**src/rtl/uart_pkg.sv**
```systemverilog
// Shared UART definitions: parity modes, receive FSM states, oversampling ratio.
// Also intended for the transmit side.
package uart_pkg;

  localparam int PAR_NONE = 0;
  localparam int PAR_EVEN = 1;
  localparam int PAR_ODD  = 2;

  localparam int OSR    = 16;
  localparam int OSR_W  = $clog2(OSR);

  typedef enum logic [2:0] {
    ST_IDLE,
    ST_START,
    ST_DATA,
    ST_PARITY,
    ST_STOP,
    ST_STOP2
  } rx_state_t;

endpackage

```
**src/rtl/uart_rx_fifo.sv**
```systemverilog
// First-word-fall-through FIFO for received words.
//  clock, reset     : system clock, synchronous active-high reset
//  push, push_data  : write request and word
//  pop              : consumer ready; an entry is removed when valid & pop
//  head, valid      : current head word (0 when empty), FIFO not empty
//  count            : occupancy
//  overrun          : sticky, set when a push is dropped on a full FIFO
//  overrun_clr      : clears overrun (a same-cycle set wins)
module uart_rx_fifo #(
  parameter int W     = 10,
  parameter int DEPTH = 4
) (
  input  logic                     clock,
  input  logic                     reset,
  input  logic                     push,
  input  logic [W-1:0]             push_data,
  input  logic                     pop,
  output logic [W-1:0]             head,
  output logic                     valid,
  output logic [$clog2(DEPTH):0]   count,
  output logic                     overrun,
  input  logic                     overrun_clr
);
  localparam int AW = $clog2(DEPTH);

  logic [W-1:0]  mem [DEPTH];
  logic [AW-1:0] wr_ptr, rd_ptr;
  logic          full, empty, do_push, do_pop;

  assign empty   = (count == '0);
  assign full    = (count == (AW+1)'(DEPTH));
  assign do_pop  = pop & ~empty;
  // A full FIFO still accepts a push when the head leaves in the same cycle.
  assign do_push = push & (~full | do_pop);

  assign valid = ~empty;
  assign head  = empty ? '0 : mem[rd_ptr];

  always_ff @(posedge clock) begin
    if (do_push) mem[wr_ptr] <= push_data;
  end

  always_ff @(posedge clock) begin
    if (reset) begin
      wr_ptr  <= '0;
      rd_ptr  <= '0;
      count   <= '0;
      overrun <= 1'b0;
    end else begin
      if (do_push) wr_ptr <= wr_ptr + 1'b1;
      if (do_pop)  rd_ptr <= rd_ptr + 1'b1;
      case ({do_push, do_pop})
        2'b10:   count <= count + 1'b1;
        2'b01:   count <= count - 1'b1;
        default: count <= count;
      endcase
      if (push & ~do_push)  overrun <= 1'b1;
      else if (overrun_clr) overrun <= 1'b0;
    end
  end

endmodule

```
**src/rtl/uart_rx_param.sv**
```systemverilog
// Parametrised UART receiver: 16x oversampling, 3-sample majority vote at
// oc=7/8/9, 5..9 data bits, none/even/odd parity, 1 or 2 stop bits.
//  clock, reset    : system clock, synchronous active-high reset
//  rx_pin_in       : asynchronous serial line, idle high
//  rx_data_out, rx_parity_err, rx_frame_err, rx_valid, rx_ready : FWFT FIFO head + handshake
//  rx_overrun, overrun_clr : sticky drop flag and its clear
//  rx_busy         : receive FSM not idle
//  fifo_count      : FIFO occupancy
module uart_rx_param
  import uart_pkg::*;
#(
  parameter int CLK_FREQ   = 50_000_000,
  parameter int BAUD       = 115200,
  parameter int DATA_BITS  = 8,
  parameter int PARITY     = 0,
  parameter int STOP_BITS  = 1,
  parameter int FIFO_DEPTH = 4
) (
  input  logic                          clock,
  input  logic                          reset,
  input  logic                          rx_pin_in,
  output logic [DATA_BITS-1:0]          rx_data_out,
  output logic                          rx_parity_err,
  output logic                          rx_frame_err,
  output logic                          rx_valid,
  input  logic                          rx_ready,
  output logic                          rx_overrun,
  input  logic                          overrun_clr,
  output logic                          rx_busy,
  output logic [$clog2(FIFO_DEPTH):0]   fifo_count
);
  localparam int OSR_DIV = CLK_FREQ / (BAUD * OSR);
  localparam int DW      = (OSR_DIV > 1) ? $clog2(OSR_DIV) : 1;
  localparam int BW      = $clog2(DATA_BITS);

  typedef struct packed {
    logic                 frame_err;
    logic                 parity_err;
    logic [DATA_BITS-1:0] data;
  } rx_word_t;

  rx_state_t            state, state_nx;
  logic [1:0]           sync;
  logic                 line, armed;
  logic [DW-1:0]        div_cnt;
  logic [OSR_W-1:0]     oc;
  logic                 os_tick, mid, end_bit, maj;
  logic                 s7, s8;
  logic [BW-1:0]        bit_cnt;
  logic [DATA_BITS-1:0] shreg;
  logic                 par_err, ferr_acc;
  logic                 push;
  rx_word_t             push_word, head_word;

  assign line    = sync[1];
  // Divider is parked in IDLE so the first tick lands one clock after the start edge.
  assign os_tick = (state != ST_IDLE) && (div_cnt == DW'(OSR_DIV - 1));
  assign mid     = os_tick && (oc == OSR_W'(9));
  assign end_bit = os_tick && (oc == OSR_W'(15));
  // Current line plays the role of the oc=9 sample.
  assign maj     = (s7 & s8) | (s7 & line) | (s8 & line);
  assign rx_busy = (state != ST_IDLE);

  assign push_word.frame_err  = ferr_acc | ~maj;
  assign push_word.parity_err = par_err;
  assign push_word.data       = shreg;

  always_ff @(posedge clock) begin
    if (reset) state <= ST_IDLE;
    else       state <= state_nx;
  end

  always_comb begin
    state_nx = state;
    push     = 1'b0;
    case (state)
      ST_IDLE:   if (armed && !line) state_nx = ST_START;
      ST_START:  if (mid && maj)     state_nx = ST_IDLE;
                 else if (end_bit)   state_nx = ST_DATA;
      ST_DATA:   if (end_bit && bit_cnt == BW'(DATA_BITS - 1))
                   state_nx = (PARITY != PAR_NONE) ? ST_PARITY : ST_STOP;
      ST_PARITY: if (end_bit) state_nx = ST_STOP;
      ST_STOP: begin
        if (STOP_BITS == 2) begin
          if (end_bit) state_nx = ST_STOP2;
        end else if (mid) begin
          push     = 1'b1;
          state_nx = ST_IDLE;
        end
      end
      ST_STOP2:  if (mid) begin
                   push     = 1'b1;
                   state_nx = ST_IDLE;
                 end
      default:   state_nx = ST_IDLE;
    endcase
  end

  always_ff @(posedge clock) begin
    if (reset) begin
      sync     <= 2'b11;
      armed    <= 1'b0;
      div_cnt  <= '0;
      oc       <= '0;
      s7       <= 1'b0;
      s8       <= 1'b0;
      bit_cnt  <= '0;
      shreg    <= '0;
      par_err  <= 1'b0;
      ferr_acc <= 1'b0;
    end else begin
      sync <= {sync[0], rx_pin_in};
      // Only re-arm after the line has been seen high, so a held break yields one word.
      armed <= (state == ST_IDLE) ? line : 1'b0;
      if (state == ST_IDLE) begin
        div_cnt  <= '0;
        oc       <= '0;
        bit_cnt  <= '0;
        par_err  <= 1'b0;
        ferr_acc <= 1'b0;
      end else begin
        div_cnt <= os_tick ? '0 : div_cnt + 1'b1;
        if (os_tick) begin
          oc <= oc + 1'b1;
          if (oc == OSR_W'(7)) s7 <= line;
          if (oc == OSR_W'(8)) s8 <= line;
        end
        if (state == ST_DATA && mid)     shreg   <= {maj, shreg[DATA_BITS-1:1]};
        if (state == ST_DATA && end_bit) bit_cnt <= bit_cnt + 1'b1;
        if (state == ST_PARITY && mid)
          par_err <= (^shreg) ^ maj ^ (PARITY == PAR_ODD);
        if (state == ST_STOP && mid)     ferr_acc <= ferr_acc | ~maj;
      end
    end
  end

  uart_rx_fifo #(
    .W     ($bits(rx_word_t)),
    .DEPTH (FIFO_DEPTH)
  ) u_fifo (
    .clock       (clock),
    .reset       (reset),
    .push        (push),
    .push_data   (push_word),
    .pop         (rx_ready),
    .head        (head_word),
    .valid       (rx_valid),
    .count       (fifo_count),
    .overrun     (rx_overrun),
    .overrun_clr (overrun_clr)
  );

  assign rx_data_out   = head_word.data;
  assign rx_parity_err = head_word.parity_err;
  assign rx_frame_err  = head_word.frame_err;

endmodule

```
**config.mk**
```make
export PLATFORM = sky130hd
export DESIGN_NAME = uart_rx_param
export DESIGN_NICKNAME = d
export VERILOG_FILES = /design/src/rtl/uart_pkg.sv /design/src/rtl/uart_rx_fifo.sv /design/src/rtl/uart_rx_param.sv
export SDC_FILE = /design/constraint.sdc
export NUM_CORES = 1
export LEC_CHECK = 0
export CELL_PAD_IN_SITES_DETAIL_PLACEMENT = 1
export CELL_PAD_IN_SITES_GLOBAL_PLACEMENT = 1
export CORE_MARGIN = 4
export CORE_UTILIZATION = 52
export CTS_CLUSTER_DIAMETER = 30
export CTS_CLUSTER_SIZE = 8
export DETAILED_ROUTE_END_ITERATION = 6
export PLACE_DENSITY = 0.85
export REMOVE_ABC_BUFFERS = 1
export SLEW_MARGIN = 10
export SYNTH_ARGS = -nofsm -noshare
export SYNTH_HDL_FRONTEND = slang
export SYNTH_SLANG_ARGS = --single-unit
```
**constraint.sdc**
```tcl
create_clock -name clock -period 3.5 [get_ports clock]
set_input_delay 0.7 -clock clock [delete_from_list [all_inputs] [get_ports clock]]
set_output_delay 0.7 -clock clock [all_outputs]
set_load 0.01 [all_outputs]
```
Yosys cells after proc, flatten, opt, wreduce, memory -nomap -nowiden
Memory sizes are Yosys's and may differ from the RTL's. A register that Yosys moved wholly into a read port is not among the register bits.
Index checks and enable logic that the tools add are counted.
{ "word_totals": {"regBits": 38, "latch_bits": 0, "mem_bits_rw": 40, "mem_bits_ro": 0, "inputBits": 5, "word_cells": 100, "memories": 1} }
{ "classes": {"n_addsub": 7, "n_mul": 0, "div": 0, "n_lt_le_gt_ge": 0, "eq_ne": 19, "n_shift": 0, "n_mux": 17, "n_bitwise": 16, "reduce_logical": 25} }
{ "memory_table": {"columns": ["memory", "words", "word_bits", "read_ports", "rd_ports_with_merged_regs", "write_ports", "line", "text"], "rows": [
  ["u_fifo.mem", 4, 10, 1, 1, 1, "uart_rx_fifo.sv:26", "logic [W-1:0] mem [DEPTH];"]
]} }
{ "ops": {"columns": ["cell", "n"], "rows": [
  ["3-bit two-way mux", 6],
  ["3-bit case mux with 5 select lines", 1],
  ["3-bit equality test, second input constant", 4],
  ["4-bit equality test, second input constant", 3],
  ["1-bit logical AND", 10],
  ["10-bit two-way mux", 1],
  ["8-bit parity", 1],
  ["3-bit by 1-bit adder with 3-bit output, second input constant", 2],
  ["1-bit bitwise AND", 6],
  ["3-bit by 2-bit equality test with 1-bit output, second input constant", 2],
  ["3-bit logical NOT", 2],
  ["1-bit two-way mux", 6],
  ["2-bit != test, second input constant", 3],
  ["3-bit case mux with 2 select lines", 1],
  ["3-bit AND reduction", 2],
  ["2-bit OR reduction", 3],
  ["5-bit by 1-bit adder with 5-bit output, second input constant", 1],
  ["5-bit equality test, second input constant", 1],
  ["1-bit inverter", 5],
  ["5-bit AND reduction", 1],
  ["2-bit by 1-bit adder with 2-bit output, second input constant", 2],
  ["4-bit by 1-bit adder with 4-bit output, second input constant", 1],
  ["4-bit by 3-bit equality test with 1-bit output, second input constant", 1],
  ["2-bit two-way mux", 2],
  ["other kinds (13)", 17]
]} }

Depth between registers and ports, before layout
Gate-level depths: netlist (run 1).
{ "depth": {"word_depth": 9, "depth_mapped": 13} }

By module
A second synthesis (run 1) with hierarchy kept.
{ "unflattened": {"cells_unflattened": 274, "hier_area_um2": 3520.9} }
{ "by_module_without_submodules": {"columns": ["mod", "n_inst", "cells_each", "area_each_um2", "seq_area_each_um2"], "rows": [
  ["uart_rx_fifo", 1, 132, 2107.0, 1401.3],
  ["uart_rx_param", 1, 142, 1413.9, 600.6]
]} }

Least setup slack after synthesis (run 1)
Ideal clock, no wire load.
{ "synth_timing": {"path_kind": "input to register", "start": "input port rx_ready", "end": "register u_fifo.count[2]", "setup_ns": 0.071, "arrival_ns": 2.422, "required_time_ns": 3.429, "path_slack_ns": 1.008, "path_stages": 9, "n_path_buf": 0, "path_cell_list": "nor4b_1 -> nor3b_2 -> inv_1 -> ha_1 -> inv_1 -> fa_1 -> xor2_1 -> or3_1 -> a21oi_1"} }
{ "synth_between": {"elab_chain_cells": 5} }
{ "synth_rtl": {"columns": ["item", "line", "text"], "rows": [
  ["start: declaration", "uart_rx_param.sv:26", "input logic rx_ready,"],
  ["1-bit bitwise AND *", "uart_rx_fifo.sv:32", "assign do_pop = pop & ~empty;"],
  ["1-bit bitwise OR", "uart_rx_fifo.sv:34", "assign do_push = push & (~full | do_pop);"],
  ["1-bit bitwise AND", "uart_rx_fifo.sv:34", null],
  ["2-bit by 1-bit equality test with 1-bit output / 2-bit equality test (equally long branches)", "uart_rx_fifo.sv:52", "case ({do_push, do_pop})"],
  ["3-bit case mux with 2 select lines / 2-bit nonzero test (equally long branches)", null, null],
  ["end signal: assignment", "uart_rx_fifo.sv:53", "2'b10: count <= count + 1'b1;"],
  ["end signal: assignment", "uart_rx_fifo.sv:54", "2'b01: count <= count - 1'b1;"],
  ["end signal: assignment", "uart_rx_fifo.sv:55", "default: count <= count;"],
  ["end: declaration", "uart_rx_fifo.sv:20", "output logic [$clog2(DEPTH):0] count,"]
]} }
Every way passes the cells marked *; elsewhere a longest branch is shown, timed or not.
A chain may end at the register's enable or synchronous reset.

==> metrics.txt, run 1 <==
post-synthesis mux area share=between 10% and 20%; IO Pins=21; Buffers on Ports=20; ys async rst share=0%; initial core utilization=between 50% and 60%; setup repair bufs after CTS=0; clk_lat worst skew=340 ps; simple-gate share of the synthesized area=14.6%; metal3 WL=~170 um; xor/xnor share of the synthesized area=under 10%; Area Overhead vs Synth=13.3%; width of the die=about 89 um; Synth Area per Inst=13.2 sq um; wire length per cell=17.6 um; die area=roughly 7800 sq um; layout cells sized above 1=between 10% and 20%; fillcell total=~640; Routed Antenna Nets=0; power after layout=~1.6 mW; HPWL Detailed=about 4.3 mm; Yosys cell types=between 40 and 50; GPL Wtd Cong=~0.75; vias per cell=roughly 5.5; global-route wire length before repair=about 11 mm; mapped cell area=between 3000 and 4000 sq um; area of the multi-input gates=around 1300 sq um; Max-cap violations=0; largest family of logic cells by synthesized area=simple AND/OR/NAND/NOR gates; Setup crit end kind=output pin; final worst-path cycle share=around 88%; Core Region=around 6300 sq um; Via Count=1997; CTS Buffer Depth=2; final hold slack=about 420 ps; final WL=~6.4 mm; Ys Warns=0; pin count of the biggest net entering global routing=28; P_leak=between 1 and 1.5 nW; RSZ-0062 raised after global routing=false; ys flop type=edfxtp_1; Sum Neg Setup Slack=0 ps; Top Layer Used=met4; outcome=finished, final reports clean; Worst EP arrival=around 2400 ps; WL met1=between 2 and 3 mm; drt pass-1 iters=4; GRT Total Usage=19.1%; peak fanout along the critical path=10; Final setup viols=0; CTS clk-pin slew, worst paths=80 ps; Rows=29; Clock Sinks=80; die height=roughly 90 um; HP Class=reg2reg; initial DRC count=a little under 100; Max IR drop VDD=0.240 mV; hold-fix buffer count after cts=0; Reg2Reg Setup Slack=roughly 800 ps; sequential fraction of the synthesis area=about three fifths; synthesized instance count=256; worst slew pin tran=slightly below 700 ps; PwrDens=roughly 430 nW/um^2; nets=between 200 and 300; fmax=about 330 MHz; pre-CTS WS=about 400 ps; initial antenna violation count=0; vias in the first global route=2075; slew margin rel.=between 50 and 60%; CP Data Required Time=2800 ps; Setup Crit Path Kind=reg2out; Clock Skew=around 8.2 ps; met2 wire len=3.19 mm; cts bufs inserted=9; minimum clock period=between 3000 and 4000 ps; FF+latch area=2000 sq um; post-synthesis compound-gate area fraction=under 10%; CTS H-tree depth=3; drt drc=0; Final Hold Fails=0; post-route setup slack=between 400 and 500 ps; ANT cells=0; Startpoint Class=flop; Pins Over Slew Limit=0; GRT overflow=0; Synth Register Bits=80; CTS resizes=0; root buf cell=clkbuf_8; CTS tree=built; commonest non-fill, non-tap cells in the layout=dfxtp_1, edfxtp_1, nor2_1; Synth Area in Adders=around 5.3%; number of flops mapped to enable cells by yosys=40
==> metal layers <==
metal	up-vias	global-route usage, %
met2	38	31.5
met3	11	3.07
li1	946	-
met4	0	8.24
met1	1002	25.0
met5	-	0
==> metrics by stage <==
step,utilization (%),cells,cell area (sq um)
floorplan,-,247,3330
global placement,57.6,345,3630
detailed placement,57.6,345,3630
CTS,60.5,361,3820
global route,60.5,361,3820
finish,60.5,361,3820
==> logic make-up after synthesis <==
kind of cell,after synthesis
AND/OR/NAND/NOR,87
XOR/XNOR,18
AO/OA/AOI/OAI,13
multiplexers,24
adder cells (fa/ha/maj),14
buffers and inverters,20
flip-flops,80
==> worst max-delay path: stages (launching register included) <==
cell and delay [ps]:
dfxtp_1 770, mux4_2 600, and2_1 170, clkdlybuf4s50_1 480
==> sequential cells by signal, indices dropped and copies added, names as in the netlist, named ones only <==
name	count
sync	2
par_err	1
u_fifo.overrun	1
u_fifo.count	3
shreg	8
state	3
bit_cnt	3
u_fifo.wr_ptr	2
u_fifo.rd_ptr	2
s8	1
div_cnt	5
s7	1
ferr_acc	1
armed	1
oc	4
u_fifo.mem	40
==> final cells by class <==
| type | instances | area share [%] |
|---|---|---|
| clock buffer | 10 | 3.34 |
| clock inverter | 6 | 1.57 |
| inverter | 11 | 1.08 |
| multi-input combinational | 156 | 33.7 |
| sequential | 80 | 52.4 |
| tap | 77 | 2.52 |
| timing repair buffer | 21 | 5.44 |
==> power breakdown <==
group	switching (mW)	internal [mW]	leakage [nW]	total [mW]
combinational	0.00902	0.00787	0.507	0.0169
sequential	0.00209	0.975	0.701	0.977
clock	0.321	0.326	0.0920	0.647
total	0.332	1.31	1.30	1.64
==> cell usage after synthesis (2+ instances only) <==
cell / count / area (sq um)
clkbuf_1: 6 / 22.5
nand2_1: 6 / 22.5
nand3_1: 3 / 15.0
nor3_1: 2 / 10.0
o21ai_0: 2 / 10.0
nand4b_1: 3 / 26.3
dfxtp_1: 40 / 801
xnor2_1: 9 / 78.8
mux2i_1: 14 / 140
xor2_1: 8 / 70.1
nor2b_1: 2 / 12.5
inv_1: 11 / 41.3
a21oi_1: 6 / 30.0
nor2_1: 35 / 131
nand2b_1: 3 / 18.8
or2_2: 2 / 12.5
and2_1: 15 / 93.8
ha_1: 12 / 150
mux4_2: 10 / 225
or3_1: 3 / 18.8
edfxtp_1: 40 / 1200
==> final timing paths <==
path | depth (start not counted) | startpoint | end
max | 3 | flop | rx_data_out[3]
min | 1 | sync[0] | sync[1]
max reg2reg | 12 | div_cnt[0] | u_fifo.count[2]
min reg2reg | 1 | sync[0] | sync[1]
Note: power is estimated with default switching activity, not from simulation.
==> run 2: changes to the inputs <==
--- a/config.mk
+++ b/config.mk
@@ -5,14 +5,12 @@
 export SDC_FILE = /design/constraint.sdc
 export NUM_CORES = 1
 export LEC_CHECK = 0
-export CELL_PAD_IN_SITES_DETAIL_PLACEMENT = 1
-export CELL_PAD_IN_SITES_GLOBAL_PLACEMENT = 1
 export CORE_MARGIN = 4
-export CORE_UTILIZATION = 52
+export CORE_UTILIZATION = 60
 export CTS_CLUSTER_DIAMETER = 30
 export CTS_CLUSTER_SIZE = 8
 export DETAILED_ROUTE_END_ITERATION = 6
-export PLACE_DENSITY = 0.85
+export PLACE_DENSITY = 0.81
 export REMOVE_ABC_BUFFERS = 1
 export SLEW_MARGIN = 10
 export SYNTH_ARGS = -nofsm -noshare
==> metrics.txt, run 2 (synthesis gave the netlist of run 1 again) <==
worst slew pin tran=around 590 ps; drt drc=0; CTS tree=built; CTS H-tree depth=3; cells on worst reg2reg path=12; initial DRC count=roughly 100; P_leak=roughly 1.3 nW; global-route wire length before repair=a little over 9 mm; pin count of the biggest net entering global routing=14; IO Pins=21; wire length per cell=between 15 and 20 um; minimum clock period=just under 3000 ps; RSZ-0062 raised after global routing=false; placed insts=around 340; Largest regs=u_fifo.mem x40, shreg x8, div_cnt x5; fillcell total=a little under 400; Clock Sinks=80; Sum Neg Setup Slack=0 ps; Max-cap violations=0; max reg flops=40; Rows=27; Startpoint Class=flop; width of the die=between 80 and 90 um; CTS Buffer Depth=2; HPWL Detailed=3.99 mm; hold-fix buffer count after cts=0; worst r2r src=div_cnt[0]; CTS clk-pin slew, worst paths=80 ps; CTS resizes=0; initial antenna violation count=0; Final Hold Fails=0; nets=roughly 300; Area Overhead vs Synth=14.1%; root buf cell=clkbuf_8; slew margin rel.=60.9%; GRT Total Usage=17.5%; GRT overflow=0; Final Non-Filler Cells=about 360; setup repair bufs after CTS=0; vias in the first global route=~1900; Max IR drop VDD=~0.29 mV; Most flops, register=u_fifo.mem; Worst EP arrival=roughly 2200 ps; Via Count=between 1500 and 2000; Setup Crit Path Kind=reg2out; Clock Skew=8.53 ps; Pins Over Slew Limit=0; Setup crit end kind=output pin; commonest non-fill, non-tap cells in the layout=dfxtp_1, edfxtp_1, nor2_1; Final setup viols=0; Routed Antenna Nets=0; vias per cell=5.44; Reg2Reg Setup Slack=850 ps; die area=6880 sq um; die height=between 80 and 90 um; CP Data Required Time=between 2000 and 3000 ps; PwrDens=roughly 440 nW/um^2; final WL=around 5.6 mm; initial core utilization=61.6%; R2R Path End=u_fifo.count[2]; fmax=344 MHz; ANT cells=0; Critical Path Sink=rx_data_out[2]; Core Region=between 5000 and 6000 sq um; layout cells sized above 1=around 12%; outcome=finished, final reports clean; final worst-path cycle share=a little over 80%; clk_lat worst skew=between 300 and 400 ps; cts bufs inserted=9; HP Class=reg2reg; GPL Wtd Cong=about 0.76; drt pass-1 iters=4; peak fanout along the critical path=7; Buffers on Ports=20
## run 2: where the power goes
group / switching (mW) / internal [mW] / leakage, nW
clock network: 0.305 / 0.401 / 0.104
registers: 0.00232 / 0.975 / 0.701
logic: 0.00897 / 0.00858 / 0.517
## run 2: through the flow
step | power [mW] | utilization [%] | hold WS, ps | setup slack [ps] | area (sq um)
CTS | 1.71 | 70.3 | 428 | 536 | 3850
global placement | 1.02 | 66.6 | 392 | 465 | 3640
floorplan | 1.00 | - | 389 | 1010 | 3330
global route | 1.76 | 70.3 | 454 | 462 | 3850
finish | 1.70 | 70.3 | 435 | 596 | 3850
detailed placement | 1.02 | 66.6 | 407 | 380 | 3640
## run 2: critical path, stage by stage (launching register included)
cell and delay [ps]:
dfxtp_1 460, buf_4 250, mux4_2 530, and2_1 170, clkdlybuf4s50_1 470
## run 2: final cells by class
type	instances	area, sq um	share of cell area (%)
Clock buffer	12	135	3.51
Multi-Input combinational cell	156	1290	33.4
Clock inverter	4	70.1	1.82
Inverter	11	41.3	1.07
Sequential cell	80	2000	52.0
Timing Repair Buffer	23	223	5.79
Tap cell	72	90.1	2.34
## run 2: worst min-delay path by stage
stage	depth (start not counted)	slack (ps)	endpoint	start
floorplan	1	390	sync[1]	sync[0]
global placement	1	390	sync[1]	sync[0]
detailed placement	1	410	sync[1]	sync[0]
CTS	1	430	sync[1]	sync[0]
global route	1	450	sync[1]	sync[0]
finish	1	430	sync[1]	sync[0]
## run 2: metal layers
layer	global-route usage [%]	routed length, um	vias to the layer above	share of wire (%)
li1	-	-	951	-
met1	21.0	2350	949	42
met2	29.7	2930	37	52
met3	2.88	165	12	3.0
met4	10.3	153	0	2.7
met5	0	0	-	0
==> run 3: changes to the inputs <==
--- a/config.mk
+++ b/config.mk
@@ -6,11 +6,11 @@
 export NUM_CORES = 1
 export LEC_CHECK = 0
 export CORE_MARGIN = 4
-export CORE_UTILIZATION = 60
+export CORE_UTILIZATION = 58
 export CTS_CLUSTER_DIAMETER = 30
 export CTS_CLUSTER_SIZE = 8
 export DETAILED_ROUTE_END_ITERATION = 6
-export PLACE_DENSITY = 0.81
+export PLACE_DENSITY = 0.79
 export REMOVE_ABC_BUFFERS = 1
 export SLEW_MARGIN = 10
 export SYNTH_ARGS = -nofsm -noshare
==> constraint.sdc (replaced) <==
create_clock -name clock -period 3 [get_ports clock]
set_input_delay 0.6 -clock clock [delete_from_list [all_inputs] [get_ports clock]]
set_output_delay 0.6 -clock clock [all_outputs]
set_load 0.01 [all_outputs]
==> metrics.txt, run 3 (synthesis gave the netlist of run 1 again) <==
layout cells sized above 1=roughly 12%; placed insts=roughly 340; Final Util=about 70%; pre-CTS WS=-82.2 ps; pin count of the biggest net entering global routing=23; Hold Startpoint=sync[0]; fillcell total=between 300 and 400; initial antenna violation count=0; Final setup viols=0; Pins Over Slew Limit=0; Rows=27; slew margin rel.=between 60 and 70%; clk_lat worst skew=around 340 ps; Buffers on Ports=20; CTS resizes=0; die area=7100 sq um; GRT Total Usage=17.4%; worst r2r src=div_cnt[0]; final worst-path cycle share=91.9%; Critical path origin=rx_ready; cts bufs inserted=9; worst slew pin tran=between 500 and 600 ps; Area Overhead vs Synth=14.5%; CTS tree=built; combinational share of power=1.0%; peak fanout along the critical path=2; Max-cap violations=0; GRT overflow=0; ANT cells=0; Buf/Inv on CP=3; max reg flops=40; Startpoint Class=input pin; Most flops, register=u_fifo.mem; Core Region=between 5000 and 6000 sq um; Worst path slowest cell=nor4b_1; power after layout=approximately 2.0 mW; Final Non-Filler Cells=358; fmax=363 MHz; hold-fix buffer count after cts=0; RSZ-0062 raised after global routing=false; CP top delay family=simple AND/OR/NAND/NOR gates; die height=approximately 84 um; nets=299; drt pass-1 iters=4; commonest non-fill, non-tap cells in the layout=dfxtp_1, edfxtp_1, nor2_1; vias per cell=about 5.5; Routed Antenna Nets=0; width of the die=84.3 um; max incr delay on CP=520 ps; placed cell area=3640 sq um; initial DRC count=74; Final Hold Fails=0; HP Class=reg2reg; post-route setup slack=around 240 ps; switching share of total power=18.9%; PwrDens=slightly above 500 nW/um^2; Pint=1.60 mW; wire length per cell=between 15 and 20 um; Clock Sinks=80; initial core utilization=60.5%; final hold slack=412 ps; Clock Power Share=41.4%; minimum clock period=about 2800 ps; Via Count=1952; CP Data Required Time=between 3000 and 4000 ps; IO Pins=21; setup repair bufs after CTS=0; part of the power in registers=between 50% and 60%; CTS Buffer Depth=2; root buf cell=clkbuf_8; Worst EP arrival=3020 ps; global-route wire length before repair=between 9 and 10 mm; Max IR drop VDD=approximately 0.35 mV; drt drc=0; P_leak=roughly 1.3 nW; Sum Neg Setup Slack=0 ps; HPWL Detailed=3.83 mm; CTS H-tree depth=3; Clock Skew=8.01 ps; outcome=finished, final reports clean; Setup Crit Path Kind=in2reg; GPL Wtd Cong=approximately 0.80; Design Area, Final=3860 sq um; crit-path most repeated cell=inv_1; CTS clk-pin slew, worst paths=~80 ps; Critical Path, Cell by Cell=clkdlybuf4s50_1 -> nor4b_1 -> nor3b_2 -> inv_1 -> ha_1 -> inv_1 -> fa_1 -> xor2_1 -> or3_1 -> a21oi_1; Psw=around 0.37 mW; vias in the first global route=2004; Largest regs=u_fifo.mem x40, shreg x8, div_cnt x5; Setup crit end kind=flop; final WL=about 5.5 mm
-- run 3: path summary, 6_finish.rpt --
check | end | slack (ps) | cells after the start
worst min register to register | sync[1] | 410 | 1
worst min-delay path | sync[1] | 410 | 1
worst max register to register | u_fifo.count[2] | 430 | 12
worst max-delay path | u_fifo.count[2] | 240 | 10
-- run 3: power groups by stage --
| stage | clock network [mW] | logic [mW] | registers, mW |
|---|---|---|---|
| 6_report | 0.819 | 0.0194 | 1.14 |
| 5_1_grt | 0.889 | 0.0217 | 1.14 |
| 4_1_cts | 0.842 | 0.0197 | 1.14 |
| 3_5_place_dp | 0 | 0.0197 | 1.17 |
| 3_3_place_gp | 0 | 0.0194 | 1.17 |
| 2_1_floorplan | 0 | 0.00577 | 1.16 |
-- run 3: area by class of cell --
class	count	area [sq um]	area share [%]
Sequential cell	80	2000	51.9
Tap cell	72	90.1	2.33
Inverter	11	41.3	1.07
Clock buffer	12	166	4.31
Multi-Input combinational cell	156	1290	33.3
Clock inverter	4	51.3	1.33
Timing Repair Buffer	23	223	5.77
-- run 3: worst reg2reg max path, cell delays in order (launching register included) --
cell     delay, ps
dfxtp_1        370
inv_1           60
ha_1           200
and4b_1        300
nand3_4        150
nor3b_2         70
inv_1           80
ha_1           190
inv_1           70
fa_1           380
xor2_1         160
or3_1          300
a21oi_1        180
-- run 3: metal layers --
layer	vias up	wire [um]	global-route usage, %
met2	35	2950	29.8
met3	7	206	5.50
met4	0	78	7.46
met1	959	2310	20.1
met5	-	0	0
li1	951	-	-
